$ cat src/rtl/led_blink_pkg.sv
// Purpose : shared types and constants for the LED blink controller.
// Latency : n/a (declarations only).
// Backpressure: n/a.
package led_blink_pkg;

    // Per-channel operating mode, encoded as written on the cfg bus.
    typedef enum logic [1:0] {
        LED_OFF   = 2'd0,
        LED_ON    = 2'd1,
        LED_BLINK = 2'd2,
        LED_BURST = 2'd3
    } led_mode_t;

    // Width of the optional PWM dimming counter and duty registers.
    localparam int PWM_W = 8;

endpackage

$ cat src/rtl/led_blink_ctrl_if.sv
// Purpose : cfg write bus for led_blink_ctrl (valid/ready, one write per handshake).
// Latency : n/a (signal bundle only).
// Backpressure: master holds all fields stable while valid is high and ready is low.
//
// Signals : valid, ready, chan, mode, half, count
//           duty is present only when LED_BLINK_PWM_DIM_EN is defined.
// Modports: master (drives the write), slave (the controller).
interface led_blink_ctrl_if
    import led_blink_pkg::*;
#(
    parameter int N_CH  = 4,
    parameter int PER_W = 16,
    parameter int CNT_W = 8
) ();

    // Deliberately wider than strictly needed for some N_CH so that
    // out-of-range channel numbers can be presented and dropped.
    localparam int CH_W = $clog2(N_CH) | 1;

    logic             valid;
    logic             ready;
    logic [CH_W-1:0]  chan;
    led_mode_t        mode;
    logic [PER_W-1:0] half;
    logic [CNT_W-1:0] count;
`ifdef LED_BLINK_PWM_DIM_EN
    logic [PWM_W-1:0] duty;

    modport master (output valid, chan, mode, half, count, duty, input ready);
    modport slave  (input  valid, chan, mode, half, count, duty, output ready);
`else
    modport master (output valid, chan, mode, half, count, input ready);
    modport slave  (input  valid, chan, mode, half, count, output ready);
`endif

endinterface

$ cat src/rtl/led_blink_chan.sv
// Purpose : one LED channel: OFF / ON / BLINK / counted BURST sequencer.
// Latency : a write takes effect on its own clock edge; toggles land on tick edges.
// Backpressure: none; a write strobe is always consumed and beats a coincident tick.
//
// Ports : clk, rst_n (async active-low)
//         tick        shared base tick, one cycle wide
//         wr          write strobe for this channel
//         mode/half/count  new configuration, sampled when wr is high
//         state_on    registered logical LED state (before dimming/polarity)
//         done        one-cycle pulse when a burst finishes
module led_blink_chan
    import led_blink_pkg::*;
#(
    parameter int PER_W = 16,
    parameter int CNT_W = 8
) (
    input  logic             clk,
    input  logic             rst_n,
    input  logic             tick,
    input  logic             wr,
    input  led_mode_t        mode,
    input  logic [PER_W-1:0] half,
    input  logic [CNT_W-1:0] count,
    output logic             state_on,
    output logic             done
);

    led_mode_t        cur_mode;
    logic [PER_W-1:0] half_q;
    logic [PER_W-1:0] phase;
    logic [CNT_W-1:0] remain;

    logic toggling;
    logic phase_end;

    assign toggling  = (cur_mode == LED_BLINK) || (cur_mode == LED_BURST);
    // half_q is never 0, so half_q-1 cannot wrap.
    assign phase_end = (phase == (half_q - PER_W'(1)));

    always_ff @(posedge clk or negedge rst_n) begin
        if (!rst_n) begin
            cur_mode <= LED_OFF;
            half_q   <= PER_W'(1);
            phase    <= '0;
            remain   <= '0;
            state_on <= 1'b0;
            done     <= 1'b0;
        end else begin
            done <= 1'b0;
            if (wr) begin
                // A write restarts the channel; any in-flight burst is
                // abandoned silently and a coincident tick is discarded.
                cur_mode <= mode;
                half_q   <= (half == '0) ? PER_W'(1) : half;
                phase    <= '0;
                remain   <= count;
                unique case (mode)
                    LED_OFF:   state_on <= 1'b0;
                    LED_ON:    state_on <= 1'b1;
                    LED_BLINK: state_on <= 1'b1;
                    LED_BURST: begin
                        if (count == '0) begin
                            // Nothing to flash: finish on the write edge.
                            cur_mode <= LED_OFF;
                            state_on <= 1'b0;
                            done     <= 1'b1;
                        end else begin
                            state_on <= 1'b1;
                        end
                    end
                    default:   state_on <= 1'b0;
                endcase
            end else if (tick && toggling) begin
                if (phase_end) begin
                    phase    <= '0;
                    state_on <= ~state_on;
                    // Bursts are counted on the on->off edge; the last one
                    // parks the channel in OFF (LED already going low here).
                    if ((cur_mode == LED_BURST) && state_on) begin
                        remain <= remain - CNT_W'(1);
                        if (remain == CNT_W'(1)) begin
                            cur_mode <= LED_OFF;
                            done     <= 1'b1;
                        end
                    end
                end else begin
                    phase <= phase + PER_W'(1);
                end
            end
        end
    end

endmodule

$ cat src/rtl/led_blink_ctrl.sv
// Purpose : N-channel LED blink controller with shared tick prescaler and cfg bus.
// Latency : cfg write visible on o_led at the accepting edge; o_done is registered.
// Backpressure: o_cfg_ready is low only in the first cycle after reset, then always high.
//
// Ports : i_clk, i_rst_n (async active-low)
//         cfg    led_blink_ctrl_if.slave write bus (valid/ready/chan/mode/half/count[/duty])
//         o_led  LED pins, logical state XORed with ACT_LOW
//         o_done per-channel one-cycle burst-complete pulse
// Option: LED_BLINK_PWM_DIM_EN adds per-channel 8-bit duty dimming.
module led_blink_ctrl
    import led_blink_pkg::*;
#(
    parameter int CLK_HZ  = 50_000_000,
    parameter int TICK_HZ = 1_000,
    parameter int N_CH    = 4,
    parameter int PER_W   = 16,
    parameter int CNT_W   = 8,
    parameter int ACT_LOW = 0
) (
    input  logic               i_clk,
    input  logic               i_rst_n,
    led_blink_ctrl_if.slave    cfg,
    output logic [N_CH-1:0]    o_led,
    output logic [N_CH-1:0]    o_done
);

    // DIV must be at least 2 for the tick to be a single-cycle pulse.
    localparam int DIV   = CLK_HZ / TICK_HZ;
    localparam int PRE_W = $clog2(DIV);
    localparam int CH_W  = $clog2(N_CH) | 1;
    localparam logic ACT_BIT = (ACT_LOW != 0);

    // ---------------- prescaler ----------------
    logic [PRE_W-1:0] pre_cnt;
    logic             tick;

    assign tick = (pre_cnt == PRE_W'(DIV - 1));

    always_ff @(posedge i_clk or negedge i_rst_n) begin
        if (!i_rst_n) begin
            pre_cnt <= '0;
        end else if (tick) begin
            pre_cnt <= '0;
        end else begin
            pre_cnt <= pre_cnt + PRE_W'(1);
        end
    end

    // ---------------- cfg handshake / decode ----------------
    logic            ready_q;
    logic            wr_fire;
    logic            chan_ok;
    logic [N_CH-1:0] wr;

    always_ff @(posedge i_clk or negedge i_rst_n) begin
        if (!i_rst_n) begin
            ready_q <= 1'b0;
        end else begin
            ready_q <= 1'b1;
        end
    end

    assign cfg.ready = ready_q;
    assign wr_fire   = cfg.valid & ready_q;
    // Compare at 32 bits: for some N_CH the channel field cannot hold N_CH.
    assign chan_ok   = (32'(cfg.chan) < 32'(N_CH));

    // ---------------- channels ----------------
    logic [N_CH-1:0] state_on;

    for (genvar c = 0; c < N_CH; c++) begin : g_chan
        assign wr[c] = wr_fire & chan_ok & (cfg.chan == CH_W'(c));

        led_blink_chan #(
            .PER_W (PER_W),
            .CNT_W (CNT_W)
        ) u_chan (
            .clk      (i_clk),
            .rst_n    (i_rst_n),
            .tick     (tick),
            .wr       (wr[c]),
            .mode     (cfg.mode),
            .half     (cfg.half),
            .count    (cfg.count),
            .state_on (state_on[c]),
            .done     (o_done[c])
        );
    end

`ifdef LED_BLINK_PWM_DIM_EN
    // ---------------- PWM dimming ----------------
    logic [PWM_W-1:0] pwm_cnt;
    logic [PWM_W-1:0] duty [N_CH];

    always_ff @(posedge i_clk or negedge i_rst_n) begin
        if (!i_rst_n) begin
            pwm_cnt <= '0;
            for (int c = 0; c < N_CH; c++) begin
                duty[c] <= '1;
            end
        end else begin
            pwm_cnt <= pwm_cnt + PWM_W'(1);
            for (int c = 0; c < N_CH; c++) begin
                if (wr[c]) begin
                    duty[c] <= cfg.duty;
                end
            end
        end
    end

    // Full-scale duty bypasses the compare so 8'hFF really means always on.
    for (genvar c = 0; c < N_CH; c++) begin : g_led
        assign o_led[c] = (state_on[c] & ((pwm_cnt < duty[c]) | (duty[c] == '1))) ^ ACT_BIT;
    end
`else
    assign o_led = state_on ^ {N_CH{ACT_BIT}};
`endif

endmodule

$ cat src/flat_wrapper.sv
// flat-port wrapper written by rule: the top's interface ports become plain ports
module led_blink_ctrl_flat import led_blink_pkg::*;
#(
    parameter int CLK_HZ  = 50_000_000,
    parameter int TICK_HZ = 1_000,
    parameter int N_CH    = 4,
    parameter int PER_W   = 16,
    parameter int CNT_W   = 8,
    parameter int ACT_LOW = 0
)
  (i_clk, i_rst_n, o_led, o_done, cfg_valid, cfg_chan, cfg_mode, cfg_half, cfg_count, cfg_ready);
  led_blink_ctrl_if #(.N_CH(N_CH), .PER_W(PER_W), .CNT_W(CNT_W)) cfg_i ();
  input  logic i_clk;
  input  logic i_rst_n;
  output logic [N_CH-1:0] o_led;
  output logic [N_CH-1:0] o_done;
  input wire logic [$bits(cfg_i.valid)-1:0] cfg_valid;
  input wire logic [$bits(cfg_i.chan)-1:0] cfg_chan;
  input wire logic [$bits(cfg_i.mode)-1:0] cfg_mode;
  input wire logic [$bits(cfg_i.half)-1:0] cfg_half;
  input wire logic [$bits(cfg_i.count)-1:0] cfg_count;
  output wire logic [$bits(cfg_i.ready)-1:0] cfg_ready;
  assign cfg_i.valid = cfg_valid;
  assign cfg_i.chan = cfg_chan;
  assign cfg_i.mode = cfg_mode;
  assign cfg_i.half = cfg_half;
  assign cfg_i.count = cfg_count;
  assign cfg_ready = cfg_i.ready;
  led_blink_ctrl #(.CLK_HZ(CLK_HZ), .TICK_HZ(TICK_HZ), .N_CH(N_CH), .PER_W(PER_W), .CNT_W(CNT_W), .ACT_LOW(ACT_LOW)) u_core (.i_clk(i_clk), .i_rst_n(i_rst_n), .cfg(cfg_i), .o_led(o_led), .o_done(o_done));
endmodule
$ cat config.mk
export PLATFORM = sky130hd
export DESIGN_NAME = led_blink_ctrl_flat
export DESIGN_NICKNAME = d
export VERILOG_FILES = /design/src/rtl/led_blink_pkg.sv /design/src/rtl/led_blink_ctrl_if.sv /design/src/rtl/led_blink_chan.sv /design/src/rtl/led_blink_ctrl.sv /design/src/flat_wrapper.sv
export SDC_FILE = /design/constraint.sdc
export NUM_CORES = 1
export LEC_CHECK = 0
export ABC_AREA = 1
export CORE_ASPECT_RATIO = 1.75
export CORE_UTILIZATION = 45
export DETAILED_ROUTE_END_ITERATION = 7
export PLACE_DENSITY = 0.62
export SLEW_MARGIN = 20
export SYNTH_ARGS = -nofsm -noshare
export SYNTH_HDL_FRONTEND = slang
export SYNTH_SLANG_ARGS = --single-unit
$ cat constraint.sdc
create_clock -name i_clk -period 4.4 [get_ports i_clk]
set_clock_uncertainty 0.05 [all_clocks]
set_input_delay 1.1 -clock i_clk [delete_from_list [all_inputs] [get_ports i_clk]]
set_output_delay 1.1 -clock i_clk [all_outputs]
set_load 0.03 [all_outputs]
==> results of run 1 <==
==> cell usage after synthesis, types with 2 or more instances <==
master    instances  area share
nor2_4            5      0.0045
xnor2_1          51       0.036
a31oi_1           2      0.0010
nand4_1          49       0.024
o22ai_1          18      0.0090
nand2_2          15      0.0075
nor3_1           18      0.0072
nor2_2           10      0.0050
clkbuf_1         30      0.0090
and2_1            2      0.0010
buf_4            12      0.0072
buf_6             5      0.0045
nand3b_1         15      0.0090
or2_2             4      0.0020
ha_1             19       0.019
inv_2             5      0.0015
buf_2             7      0.0028
nand2_1         506        0.15
o31ai_1           3      0.0018
o21ai_0         140       0.056
nand3_1         166       0.066
xor2_1           60       0.042
o21ai_2           3      0.0021
nor2_1          151       0.045
dfrtp_1         189        0.38
nor3_2            4      0.0032
nand2_4           3      0.0027
inv_1           196       0.059
o21ai_1           8      0.0032
a21oi_1          30       0.012
o21bai_1          8      0.0048
nor4_1           14      0.0070
dfstp_2           4      0.0084
==> registers in the layout (all words and copies together) (netlist names) <==
signal / flops
u_core.cfg.ready: 1
u_core.g_chan.u_chan.cur_mode: 8
u_core.g_chan.u_chan.done: 4
u_core.g_chan.u_chan.half_q: 64
u_core.g_chan.u_chan.phase: 64
u_core.g_chan.u_chan.remain: 32
u_core.g_chan.u_chan.state_on: 4
u_core.pre_cnt: 16
==> final timing paths <==
path	to	slack (ns)	start	cells past startpoint
worst max-delay path	u_core.g_chan[0].u_chan.phase[15]$_DFFE_PN0P_	1.29	cfg_chan[2]	7
worst min-delay path	u_core.pre_cnt[0]$_DFF_PN0_	0.41	u_core.pre_cnt[0]$_DFF_PN0_	1
worst max register to register	u_core.g_chan[3].u_chan.remain[2]$_DFFE_PN0P_	1.63	u_core.g_chan[3].u_chan.half_q[0]$_DFFE_PN1P_	14
worst min register to register	u_core.pre_cnt[0]$_DFF_PN0_	0.41	u_core.pre_cnt[0]$_DFF_PN0_	1
max in group asynchronous	u_core.g_chan[2].u_chan.phase[9]$_DFFE_PN0P_	2.66	i_rst_n	2
min in group asynchronous	u_core.g_chan[3].u_chan.phase[12]$_DFFE_PN0P_	0.60	i_rst_n	1
==> cell type report <==
type | count | area share
Multi-Input combinational cell | 1315 | 0.483
Sequential cell | 193 | 0.349
Inverter | 201 | 0.0545
Timing Repair Buffer | 52 | 0.0366
Clock buffer | 21 | 0.0340
Tap cell | 369 | 0.0334
Clock inverter | 11 | 0.00904
==> critical path: stages <==
cell             delay, ns
clkdlybuf4s50_1       0.46
nor2_1                0.09
inv_1                 0.13
nor3_2                0.06
inv_1                 0.68
nand3_1               0.57
o21ai_0               0.32
==> per-layer routing <==
metal / part of all wire / GRT usage / vias to the layer above
met1: 0.39 / 0.283 / 5388
met4: 0.050 / 0.144 / 0
li1: - / - / 5724
met3: 0.035 / 0.0345 / 85
met2: 0.53 / 0.467 / 271
met5: 0 / 0 / -
==> logic make-up after synthesis <==
logic type	after synthesis	share of synthesized area
simple gates	967	0.341
buf+inv	256	0.0838
compound gates	217	0.0929
flops	193	0.385
xor+xnor	111	0.0775
fa+ha+maj	19	0.0189
other cells	1	0.000299
==> placed cells by master (no fill, tap or decap), types with 8 or more instances in the layout <==
cell and n:
clkdlybuf4s50_1 39, nor3_1 17, nand2_2 15, dfrtp_1 189, inv_1 196, nand3_1 164
nand4_1 49, nor2_1 151, ha_1 19, a21oi_1 30, o21ai_0 140, nor4_1 14
clkbuf_16 17, buf_4 11, xor2_1 60, o22ai_1 18, nor2_2 10, nand3b_1 15
nand2_1 506, o21ai_1 8, o21bai_1 8, xnor2_1 51
==> power breakdown <==
group | internal [mW] | switching [mW] | leakage, nW
logic | 0.468 | 0.781 | 3.81
clock network | 0.887 | 0.722 | 0.291
registers | 1.96 | 0.240 | 2.44
==> results.txt, run 1 <==
Synth Instances: 1,764
FF/Latch Area: 0.00483 sq mm
CP Launch Type: primary input
DRC viols: 0
fraction of the cycle the final worst path needs: 0.707
Worst Path Arrival: 3.42 ns
chip height: 223 um
Post-Syn Nets: 1,815
CTS Buf Count: 17
Multi-input gate area: 0.00668 sq mm
design area: 0.0138 sq mm
H-tree levels: 4
ys async rst share: 1.00
Total Power: 5.06 mW
Max Freq: 321 MHz
MaxCap Viol Count: 0
setup TNS: 0 ns
crit path capture type: flop
unrepaired setup endpoints after global routing: no
EDFF count, synth: 0
Total Wirelength: 35,200 um
sequential share of the synthesized area: 0.385
CTS max path bufs: 2
Pre-Repair DR Iteration Count: 7
DP Worst Slack: 0.816 ns
Power Dens Cells: 366 mW/mm^2
final hold vios: 0
Synth Warn #: 0
critical path class: primary input to flop
register bit count reported by yosys: 193
DR vias: 11,500
peak supply drop: 277 uV
Die W: 128 um
CTS root buf: clkbuf_16
largest net degree at the start of global routing: 81
non-filler cells in the finished layout: 2,162
placed cells: 2,130
placed cell areas: 0.0132 sq mm
Boundary Pins: 41
layout cells sized above 1: 0.0574
Vias/cell: 5.30
Max FO, Critical Path: 33
post-CTS resize count: 0
vias in the first global route: 11,100
initial antenna violation count: 0
row count: 80
run status: complete, no violations
final setup violation count: 0
Post-Syn Area: 0.0125 sq mm
Initial Util: 0.459
worst hold path class: flop to flop
Routed Antenna Nets: 0
clock sinks: 193
Synth cell types: 45
core footprint: 0.0273 sq mm
final-stage net count: 1,831
Final min period: 3.11 ns
Antenna Diode Count: 0
Avg Cell Area, Syn: 7.11 sq um
1st-iter DRT viols: 606
Worst Path Required: 4.71 ns
Slew headroom: 0.376
Routed WL per cell: 16.3 um
Leak: 6.54 nW
Final Slew Violations: 0
CTS clk-pin slew, worst paths: 0.07 ns
Setup WS post-layout: 1.29 ns
GPL Wtd Cong: 0.970
Detailed Place HPWL: 26,700 um
measured slew at the worst slew-check pin: 0.935 ns
CTS Hold Bufs: 0
CTS tree: built
Total GRT Usage: 0.257
port bufs: 40
ys flop type: dfrtp_1
Hold WS: 0.411 ns
die area: 0.0286 sq mm
first-pass GRT wire length: 56,400 um
Synth-to-Final Area Change: 10.3%
final cell utilization of the core: 0.506
FILL cells: 2,717
clock latency on the worst-skew pair: 0.45 ns
Post-CTS Repair Setup Buffers: 0
grt ovf: 0
Note: power is estimated with default switching activity, not from simulation.
==> inputs of run 2 (changes only) <==
--- a/config.mk
+++ b/config.mk
@@ -9,7 +9,7 @@
 export CORE_ASPECT_RATIO = 1.75
 export CORE_UTILIZATION = 45
 export DETAILED_ROUTE_END_ITERATION = 7
-export PLACE_DENSITY = 0.62
+export PLACE_DENSITY = 0.64
 export SLEW_MARGIN = 20
 export SYNTH_ARGS = -nofsm -noshare
 export SYNTH_HDL_FRONTEND = slang
==> constraint.sdc (replaced) <==
create_clock -name i_clk -period 2.8 [get_ports i_clk]
set_clock_uncertainty 0.05 [all_clocks]
set_input_delay 0.7 -clock i_clk [delete_from_list [all_inputs] [get_ports i_clk]]
set_output_delay 0.7 -clock i_clk [all_outputs]
set_load 0.03 [all_outputs]
==> results.txt, run 2 (synthesis gave the netlist of run 1 again) <==
Die W: 128 um (unchanged)
grt ovf: 0 (unchanged)
Top Registers: u_core.g_chan.u_chan.half_q: 64 flops, u_core.g_chan.u_chan.phase: 64 flops, u_core.g_chan.u_chan.remain: 32 flops (unchanged)
Final min period: 2.51 ns
GPL Wtd Cong: 0.891 (was 0.970)
final-stage net count: 1,862 (was 1,831)
final hold vios: 0 (unchanged)
Setup WS post-layout: 0.292 ns (was 1.29 ns)
cell mode on critical path: nand2_1 (was inv_1)
peak supply drop: 444 uV (was 277 uV)
run status: complete, no violations (unchanged)
port bufs: 40 (unchanged)
CTS clk-pin slew, worst paths: 0.07 ns (about the same)
Detailed Place HPWL: 27,100 um (was 26,700 um)
CTS Hold Bufs: 0 (unchanged)
1st-iter DRT viols: 614 (was 606)
core footprint: 0.0273 sq mm (unchanged)
Post-CTS Repair Setup Buffers: 0 (unchanged)
clock sinks: 193 (unchanged)
DRC viols: 0 (unchanged)
Vias/cell: 5.30 (about the same)
post-CTS resize count: 0 (unchanged)
Routed WL per cell: 15.8 um (was 16.3 um)
fraction of the cycle the final worst path needs: 0.896
Worst Path Arrival: 2.86 ns (was 3.42 ns)
MaxCap Viol Count: 0 (unchanged)
Initial Util: 0.459 (unchanged)
Boundary Pins: 41 (unchanged)
H-tree levels: 4 (unchanged)
Total GRT Usage: 0.258 (was 0.257)
Max Freq: 399 MHz
leading cell type in the layout, fill and taps excluded: nand2_1 (unchanged)
non-filler cells in the finished layout: 2,193 (was 2,162)
Max FO, Critical Path: 8 (was 33)
initial antenna violation count: 0 (unchanged)
CTS root buf: clkbuf_16 (unchanged)
layout cells sized above 1: 0.0735 (was 0.0574)
chip height: 223 um (unchanged)
measured slew at the worst slew-check pin: 0.722 ns (was 0.935 ns)
clock latency on the worst-skew pair: 0.46 ns (was 0.45 ns)
placed cells: 2,161 (was 2,130)
DR vias: 11,600 (was 11,500)
Leak: 6.69 nW (was 6.54 nW)
Routed Antenna Nets: 0 (unchanged)
critical path class: flop to flop (was primary input to flop)
Pre-Repair DR Iteration Count: 5 (was 7)
Total Wirelength: 34,700 um (was 35,200 um)
Antenna Diode Count: 0 (unchanged)
die area: 0.0286 sq mm (unchanged)
vias in the first global route: 11,500 (was 11,100)
CTS max path bufs: 2 (unchanged)
crit path capture type: flop (unchanged)
Power Dens Cells: 557 mW/mm^2 (was 366 mW/mm^2)
setup TNS: 0 ns (unchanged)
Worst Path Required: 3.15 ns (was 4.71 ns)
row count: 80 (unchanged)
Slowest-stage cell, CP: dfstp_2 (was inv_1)
commonest non-fill, non-tap cells in the layout: nand2_1 (506), inv_1 (196), dfrtp_1 (189), nand3_1 (164), nor2_1 (151) (unchanged)
CTS Buf Count: 17 (unchanged)
unrepaired setup endpoints after global routing: no (unchanged)
final cell utilization of the core: 0.515 (was 0.506)
Synth-to-Final Area Change: 12.1% (was 10.3%)
CTS tree: built (unchanged)
max incr delay on CP: 0.37 ns (was 0.68 ns)
first-pass GRT wire length: 56,900 um (was 56,400 um)
Final Slew Violations: 0 (unchanged)
Slew headroom: 0.518 (was 0.376)
CP Launch Type: flop (was primary input)
DP Worst Slack: 0.0208 ns (was 0.816 ns)
critical-path cell list: inv_1 > ha_1 > nand3_1 > nor2_1 > nand2_1 > nand2_1 > nand2_1 > nor2_1 > nand3_1 > nor2_1 > nand2_2 > nand2_2 > buf_4 > nand3_1 > nand2_1 (was clkdlybuf4s50_1 > nor2_1 > inv_1 > nor3_2 > inv_1 > nand3_1 > o21ai_0)
final setup violation count: 0 (unchanged)
largest net degree at the start of global routing: 59 (was 81)
worst hold path class: primary input to async pin (was flop to flop)
[run 2: cell types whose count changed in the layout (fill, tap and decap cells not counted)]
cell / change
buf_4: +29
buf_12: +2
bufinv_16: -1
clkinv_4: +5
clkinvlp_4: +1
clkbuf_8: -1
inv_6: -4
[run 2: metal layers]
| metal | wire length [um] | vias up | GRT usage |
|---|---|---|---|
| met5 | 0 | - | 0 |
| met4 | 1980 | 0 | 0.159 |
| met3 | 926 | 95 | 0.0348 |
| met2 | 18400 | 234 | 0.467 |
| met1 | 13400 | 5505 | 0.280 |
| li1 | - | 5795 | - |
[run 2: worst paths after layout]
check	from	end	slack, ns	cells after the start
worst max-delay path	u_core.g_chan[0].u_chan.half_q[0]$_DFFE_PN1P_	u_core.g_chan[0].u_chan.remain[3]$_DFFE_PN0P_	0.29	15
worst min-delay path	i_rst_n	u_core.g_chan[3].u_chan.phase[4]$_DFFE_PN0P_	0.09	1
worst max register to register	u_core.g_chan[0].u_chan.half_q[0]$_DFFE_PN1P_	u_core.g_chan[0].u_chan.remain[3]$_DFFE_PN0P_	0.29	15
worst min register to register	u_core.pre_cnt[0]$_DFF_PN0_	u_core.pre_cnt[0]$_DFF_PN0_	0.41	1
max in group asynchronous	i_rst_n	u_core.g_chan[2].u_chan.half_q[0]$_DFFE_PN1P_	1.91	2
min in group i_clk	u_core.pre_cnt[0]$_DFF_PN0_	u_core.pre_cnt[0]$_DFF_PN0_	0.41	1
[run 2: power breakdown]
part | switching, mW | internal (mW)
registers | 0.383 | 3.09
clock network | 1.13 | 1.27
logic | 1.21 | 0.755
total | 2.72 | 5.12
[run 2: metrics by stage]
stage          hold slack [ns]  cell area [sq um]  power, mW
6_report                0.0930              14100       7.84
5_1_grt                  0.109              14100       8.32
4_1_cts                 0.0994              14100       7.89
3_5_place_dp             0.405              13500       5.48
3_3_place_gp             0.394              13500       5.44
2_1_floorplan            0.354              12500       4.87
[run 2: layout make-up]
cell class                      instances  area, sq um
Multi-Input combinational cell       1315         6680
Timing Repair Buffer                   83          764
Clock buffer                           20          457
Clock inverter                         12          111
Inverter                              201          754
Tap cell                              369          462
Fill cell                            2651        13300
Sequential cell                       193         4830
[run 2: worst max-delay path: cells and delay by family (launching register included)]
kind / cells / cell delay (ns)
flops: 1 / 0.37
simple gates: 12 / 1.48
buf+inv: 2 / 0.33
fa+ha+maj: 1 / 0.21
==> inputs of run 3 (changes only) <==
--- a/config.mk
+++ b/config.mk
@@ -10,7 +10,6 @@
 export CORE_UTILIZATION = 45
 export DETAILED_ROUTE_END_ITERATION = 7
 export PLACE_DENSITY = 0.64
-export SLEW_MARGIN = 20
 export SYNTH_ARGS = -nofsm -noshare
 export SYNTH_HDL_FRONTEND = slang
 export SYNTH_SLANG_ARGS = --single-unit
==> results of run 3 <==
Same layout as run 2: the final DEF is identical, and so are final timing and power.
